$ cat config.mk
export PLATFORM = sky130hd
export DESIGN_NAME = ant_reg_arbiter
export DESIGN_NICKNAME = d
export VERILOG_FILES = /design/src/rtl/ant_reg_arbiter.sv
export SDC_FILE = /design/constraint.sdc
export NUM_CORES = 1
export LEC_CHECK = 0
export ABC_AREA = 1
export CORE_UTILIZATION = 44
export CTS_CLUSTER_SIZE = 24
export DETAILED_ROUTE_END_ITERATION = 10
export PLACE_DENSITY_LB_ADDON = 0.1
export SLEW_MARGIN = 20
export SYNTH_ARGS = -nofsm -noshare
export SYNTH_HDL_FRONTEND = slang
export SYNTH_SLANG_ARGS = --single-unit
$ cat constraint.sdc
create_clock -name Clk -period 4.4 [get_ports Clk]
set_input_delay 0.66 -clock Clk [delete_from_list [all_inputs] [get_ports Clk]]
set_output_delay 0.66 -clock Clk [all_outputs]
set_load 0.05 [all_outputs]
$ cat src/rtl/ant_reg_arbiter.sv
// Round-robin write arbiter and zeroing-sweep sequencer for the ant-simulation register bank.
// Optional build macro ARB_LOCK_EN adds Req_Lock for back-to-back locked grants.
module ant_reg_arbiter #(
    parameter int N        = 16,
    parameter int NUM_REQ  = 4,
    parameter int NUM_REGS = 8,
    parameter int ADDR_W   = 4
) (
    input  logic                      Clk,
    input  logic                      Clr_n,
    input  logic [NUM_REQ-1:0]        Req,
    input  logic [NUM_REQ*ADDR_W-1:0] Req_Addr,
    input  logic [NUM_REQ*N-1:0]      Req_Data,
`ifdef ARB_LOCK_EN
    input  logic [NUM_REQ-1:0]        Req_Lock,
`endif
    input  logic                      Clear_All,
    output logic [NUM_REQ-1:0]        Gnt,
    output logic [NUM_REGS-1:0]       Reg_Ld,
    output logic [N-1:0]              Reg_Data,
    output logic                      Addr_Err,
    output logic                      Busy,
    output logic                      Sweep_Done
);

    localparam int PTR_W = (NUM_REQ > 1) ? $clog2(NUM_REQ) : 1;
    localparam int CNT_W = (NUM_REGS > 1) ? $clog2(NUM_REGS) : 1;

    typedef enum logic [0:0] {
        ST_ARB   = 1'b0,
        ST_SWEEP = 1'b1
    } state_e;

    state_e              state_q;
    logic [PTR_W-1:0]    ptr_q;
    logic [CNT_W-1:0]    cnt_q;
    logic [NUM_REQ-1:0]  gnt_q;
    logic [NUM_REGS-1:0] ld_q;
    logic [N-1:0]        data_q;
    logic                err_q;
    logic                busy_q;
    logic                done_q;

    logic [NUM_REQ-1:0]  elig_s;
    logic [PTR_W:0]      sum_s;
    logic [PTR_W-1:0]    cand_s;
    logic [PTR_W-1:0]    win_idx_s;
    logic                win_vld_s;
    logic [PTR_W-1:0]    lock_idx_s;
    logic                lock_hold_s;
    logic [PTR_W-1:0]    sel_idx_s;
    logic                sel_vld_s;
    logic [ADDR_W-1:0]   sel_addr_s;
    logic [N-1:0]        sel_data_s;
    logic                addr_ok_s;
    logic [NUM_REGS-1:0] ld_sel_s;
    logic [NUM_REQ-1:0]  gnt_sel_s;
    logic [PTR_W-1:0]    ptr_nxt_s;

    // Arbitration: pick the winner, its address decode and the next pointer.
    always_comb begin
        // A requester shown Gnt this cycle may still hold a stale Req, so it sits out.
        elig_s    = Req & ~gnt_q;
        sum_s     = {(PTR_W+1){1'b0}};
        cand_s    = {PTR_W{1'b0}};
        win_idx_s = {PTR_W{1'b0}};
        win_vld_s = 1'b0;
        for (int k = NUM_REQ - 1; k >= 0; k--) begin
            sum_s     = {1'b0, ptr_q} + (PTR_W+1)'(k);
            cand_s    = (sum_s >= (PTR_W+1)'(NUM_REQ)) ? PTR_W'(sum_s - (PTR_W+1)'(NUM_REQ))
                                                      : sum_s[PTR_W-1:0];
            win_idx_s = elig_s[cand_s] ? cand_s : win_idx_s;
            win_vld_s = win_vld_s | elig_s[cand_s];
        end
        lock_idx_s  = {PTR_W{1'b0}};
        lock_hold_s = 1'b0;
`ifdef ARB_LOCK_EN
        for (int i = 0; i < NUM_REQ; i++) begin
            lock_idx_s  = (gnt_q[i] & Req_Lock[i] & Req[i]) ? PTR_W'(i) : lock_idx_s;
            lock_hold_s = lock_hold_s | (gnt_q[i] & Req_Lock[i] & Req[i]);
        end
`endif
        sel_vld_s  = lock_hold_s | win_vld_s;
        sel_idx_s  = lock_hold_s ? lock_idx_s : win_idx_s;
        sel_addr_s = Req_Addr[32'(sel_idx_s)*ADDR_W +: ADDR_W];
        sel_data_s = Req_Data[32'(sel_idx_s)*N +: N];
        addr_ok_s  = (32'(sel_addr_s) < 32'(NUM_REGS));
        for (int r = 0; r < NUM_REGS; r++) begin
            ld_sel_s[r] = addr_ok_s & (sel_addr_s == ADDR_W'(r));
        end
        for (int i = 0; i < NUM_REQ; i++) begin
            gnt_sel_s[i] = (sel_idx_s == PTR_W'(i));
        end
        ptr_nxt_s = (sel_idx_s == PTR_W'(NUM_REQ - 1)) ? {PTR_W{1'b0}} : sel_idx_s + PTR_W'(1);
    end

    // Control FSM with all outputs registered.
    always_ff @(posedge Clk or negedge Clr_n) begin
        if (!Clr_n) begin
            state_q <= ST_ARB;
            ptr_q   <= {PTR_W{1'b0}};
            cnt_q   <= {CNT_W{1'b0}};
            gnt_q   <= {NUM_REQ{1'b0}};
            ld_q    <= {NUM_REGS{1'b0}};
            data_q  <= {N{1'b0}};
            err_q   <= 1'b0;
            busy_q  <= 1'b0;
            done_q  <= 1'b0;
        end else begin
            case (state_q)
                ST_ARB: begin
                    if (Clear_All) begin
                        state_q <= ST_SWEEP;
                        cnt_q   <= {CNT_W{1'b0}};
                        gnt_q   <= {NUM_REQ{1'b0}};
                        ld_q    <= {{(NUM_REGS-1){1'b0}}, 1'b1};
                        data_q  <= {N{1'b0}};
                        err_q   <= 1'b0;
                        busy_q  <= 1'b1;
                        done_q  <= 1'b0;
                    end else begin
                        gnt_q   <= sel_vld_s ? gnt_sel_s : {NUM_REQ{1'b0}};
                        ld_q    <= sel_vld_s ? ld_sel_s : {NUM_REGS{1'b0}};
                        data_q  <= sel_vld_s ? sel_data_s : {N{1'b0}};
                        err_q   <= sel_vld_s & ~addr_ok_s;
                        ptr_q   <= sel_vld_s ? ptr_nxt_s : ptr_q;
                        busy_q  <= 1'b0;
                        done_q  <= 1'b0;
                    end
                end
                ST_SWEEP: begin
                    // ld_q already holds the one-hot for cnt_q; shifting walks the bank.
                    gnt_q  <= {NUM_REQ{1'b0}};
                    ld_q   <= {ld_q[NUM_REGS-2:0], 1'b0};
                    data_q <= {N{1'b0}};
                    err_q  <= 1'b0;
                    busy_q <= 1'b1;
                    if (cnt_q == CNT_W'(NUM_REGS - 2)) begin
                        state_q <= ST_ARB;
                        cnt_q   <= {CNT_W{1'b0}};
                        done_q  <= 1'b1;
                    end else begin
                        cnt_q   <= cnt_q + CNT_W'(1);
                        done_q  <= 1'b0;
                    end
                end
                default: begin
                    state_q <= ST_ARB;
                    cnt_q   <= {CNT_W{1'b0}};
                    gnt_q   <= {NUM_REQ{1'b0}};
                    ld_q    <= {NUM_REGS{1'b0}};
                    data_q  <= {N{1'b0}};
                    err_q   <= 1'b0;
                    busy_q  <= 1'b0;
                    done_q  <= 1'b0;
                end
            endcase
        end
    end

    assign Gnt        = gnt_q;
    assign Reg_Ld     = ld_q;
    assign Reg_Data   = data_q;
    assign Addr_Err   = err_q;
    assign Busy       = busy_q;
    assign Sweep_Done = done_q;

endmodule

==> reports/metrics.csv <==
stage,metric,value,unit
status,status,"finished, final reports clean",
sta,clock_skew,0.0110,ns
sta,maxSlewHeadroom,34.8,%
floorplanning,fp.coreArea,0.00517,mm^2
sta,drv_slew,0,
yosys,async_reset_ff_share,100,%
cts,clock_path_buffers,2,
cts,hold_buffers,0,
sta,setup-violations-final,0,
floorplanning,die_w,75.9,um
yosys,ys_seq_elements,37,
critical_path,crit_chain,clkdlybuf4s50_1 -> nand3_1 -> nand2_1 -> nand2_1 -> nand2_2 -> inv_2 -> nand2_4 -> nand3_4 -> nand2_4 -> inv_2 -> ha_1 -> nor2_1 -> a21oi_1,
routing,drt_pass1_iterations,4,
grt,grt_overflow,0,
critical_path,cp_max_fo,43,
cells_and_area,fin_area,0.00366,mm^2
power_and_ir_drop,powerDensity,796,mW/mm^2
cts,cts_max_level,2,
placed_design,dp_slack,1.19,ns
sta,finalCriticalPeriod,2.93,ns
placed_design,port_buffers,117,
grt,grt_max_degree,44,
critical_path,max_stage_delay,0.50,ns
yosys,syn_nets,416,
power_and_ir_drop,p_total,2.91,mW
yosys,syn_avg_cell_area,7.39,um^2
grt,grt_pass1_wl,9.96,mm
cts,clkSlewWorstSetupHoldPaths,0.07,ns
flow_run,max-cap-violations,0,
placed_design,placed_cells,498,
floorplanning,dieArea,0.00576,mm^2
cts,clock_latency,0.29,ns
critical_path,cp_num_buf_inv,3,
critical_path,crit_slowest_cell,clkdlybuf4s50_1,
critical_path,arrival,3.06,ns
placed_design,place_area,0.00354,mm^2
sta,worst_slack,1.47,ns
routing,wl_per_cell,12.5,um
power_and_ir_drop,p_leak,1.72,nW
cts,cts_buffers,5,
cts,cts_resized,0,
floorplanning,io_pins,118,
grt,antenna_found_initial,0,
routing,drc,0,
yosys,syn_inst,325,
cells_and_area,instances_no_fill,506,
cells_and_area,antenna_cells,0,
placed_design,dp_hpwl,4.78,mm
cells_and_area,synthToLayoutAreaGrowth,52.3,%
sta,hold_viol,0,
routing,antenna_left,0,
sta,setup_tns,0,ns
sta,max_freq,0.341,GHz
yosys,ys_types,33,
critical_path,critPathCaptureType,flop,
yosys,synth_ff_type,dfrtp_1,
yosys,synth_edf_count,0,
cts,cts_tree,yes,
grt,grt_usage,23.2,%
sta,worst_pin_slew,0.976,ns
yosys,seq_area_frac_synth,38.5,%
routing,totalWireLength,6.32,mm
floorplanning,rows,26,
power_and_ir_drop,vdd_drop_max,0.000533,V
cts,ctsRootBufferMaster,clkbuf_8,
yosys,synthesis.area,0.00240,mm^2
critical_path,cpLargestDelayFamily,simple AND/OR/NAND/NOR gates,
critical_path,cp_data_required_time,4.53,ns
cells_and_area,drive_gt1_share,9.40,%
routing,num_vias,2489,
sta,fin_crit_sh,66.6,%
critical_path,crit_type,input port to flop,
floorplanning,start_util,46.4,%
grt,first_global_vias,2398,
min_path,min_path_type,input port to async pin,
cts,cts_setup_buffers,0,
yosys,ys_warn_count,0,
sta,rsz0062_at_grt,false,
cts,cts_sinks,37,
cells_and_area,fin_nets,526,
routing,vias_per_cell,4.92,
routing,drt_iter0_drc,81,
critical_path,cp-start-kind,input port,
placed_design,gp_congestion,0.832,
floorplanning,die_h,75.9,um
## state kept, by name (all words and copies together) (netlist names)
signal	cells
Addr_Err	1
Busy	1
Gnt	4
Reg_Data	16
Reg_Ld	8
Sweep_Done	1
cnt_q	3
ptr_q	2
state_q	1
## power by group
| part | switching [mW] | internal [mW] |
|---|---|---|
| clock | 0.128 | 0.170 |
| combinational | 1.39 | 0.710 |
| sequential | 0.0776 | 0.437 |
## cell usage after synthesis (all sizes together), types with 3 or more instances
cell type / instances / area, um^2
nand3: 20 / 128
buf: 12 / 108
dfrtp: 37 / 926
nand2: 62 / 287
o21ai: 37 / 185
clkbuf: 3 / 11.3
o22ai: 16 / 100
nor2: 64 / 255
ha: 4 / 50.1
inv: 51 / 196
nand3b: 6 / 45.0
a21oi: 5 / 28.8
## cell usage in the layout (no fill, tap or decap), drive strengths merged
cell type and n:
clkdlybuf4s50 116, o32ai 1, nand3 20, ha 4, clkbuf 5, bufinv 1, a21boi 1, inv 51
nand3b 6, o21ai 37, buf 2, xnor2 1, o22ai 16, nand4 1, and2 1, nor4 1
dfrtp 37, a21oi 5, nor2 64, nand2 62, clkinvlp 1, nor3 1, clkinv 1, xor2 1
## layer usage
layer	part of all wire (%)	GRT usage (%)	routed length, um
met1	40	23.9	2520
met2	51	44.1	3220
met3	8.2	7.80	515
met4	0.90	7.00	57
met5	0	0	0
## stage by stage
step           hold WS, ns  utilization, %
4_1_cts              0.482            70.8
3_5_place_dp         0.462            68.5
6_report             0.460            70.8
2_1_floorplan        0.364               -
3_3_place_gp         0.460            68.5
5_1_grt              0.501            70.8
## final cells by class
cell class              instances  area [um^2]
clock buffers                   5         68.8
multi-input cells             222         1160
fillers                       400         1510
well taps                      70         87.6
flip-flops and latches         37          926
repair buffers                118         1170
inverters                      51          196
clock inverters                 3         46.3
## final timing paths
path | startpoint | to | slack, ns | depth (start not counted)
hold reg to reg | Reg_Ld[4] | Reg_Ld[5] | 0.48 | 2
setup reg to reg | ptr_q[0] | ptr_q[1] | 1.66 | 12
max in group asynchronous | Clr_n | Gnt[3] | 3.43 | 1
hold / removal | Clr_n | Reg_Data[14] | 0.46 | 1
setup / recovery | Req[1] | ptr_q[1] | 1.47 | 13
min in group Clk | Reg_Ld[4] | Reg_Ld[5] | 0.48 | 2
## logic make-up after synthesis
| logic type | synth area share [%] |
|---|---|
| adder cells (fa/ha/maj) | 2.08 |
| XOR/XNOR | 1.04 |
| AND/OR/NAND/NOR | 31.3 |
| flip-flops | 38.5 |
| AO/OA/AOI/OAI | 13.9 |
| buffers and inverters | 13.1 |
(Power assumes the default switching activity.)
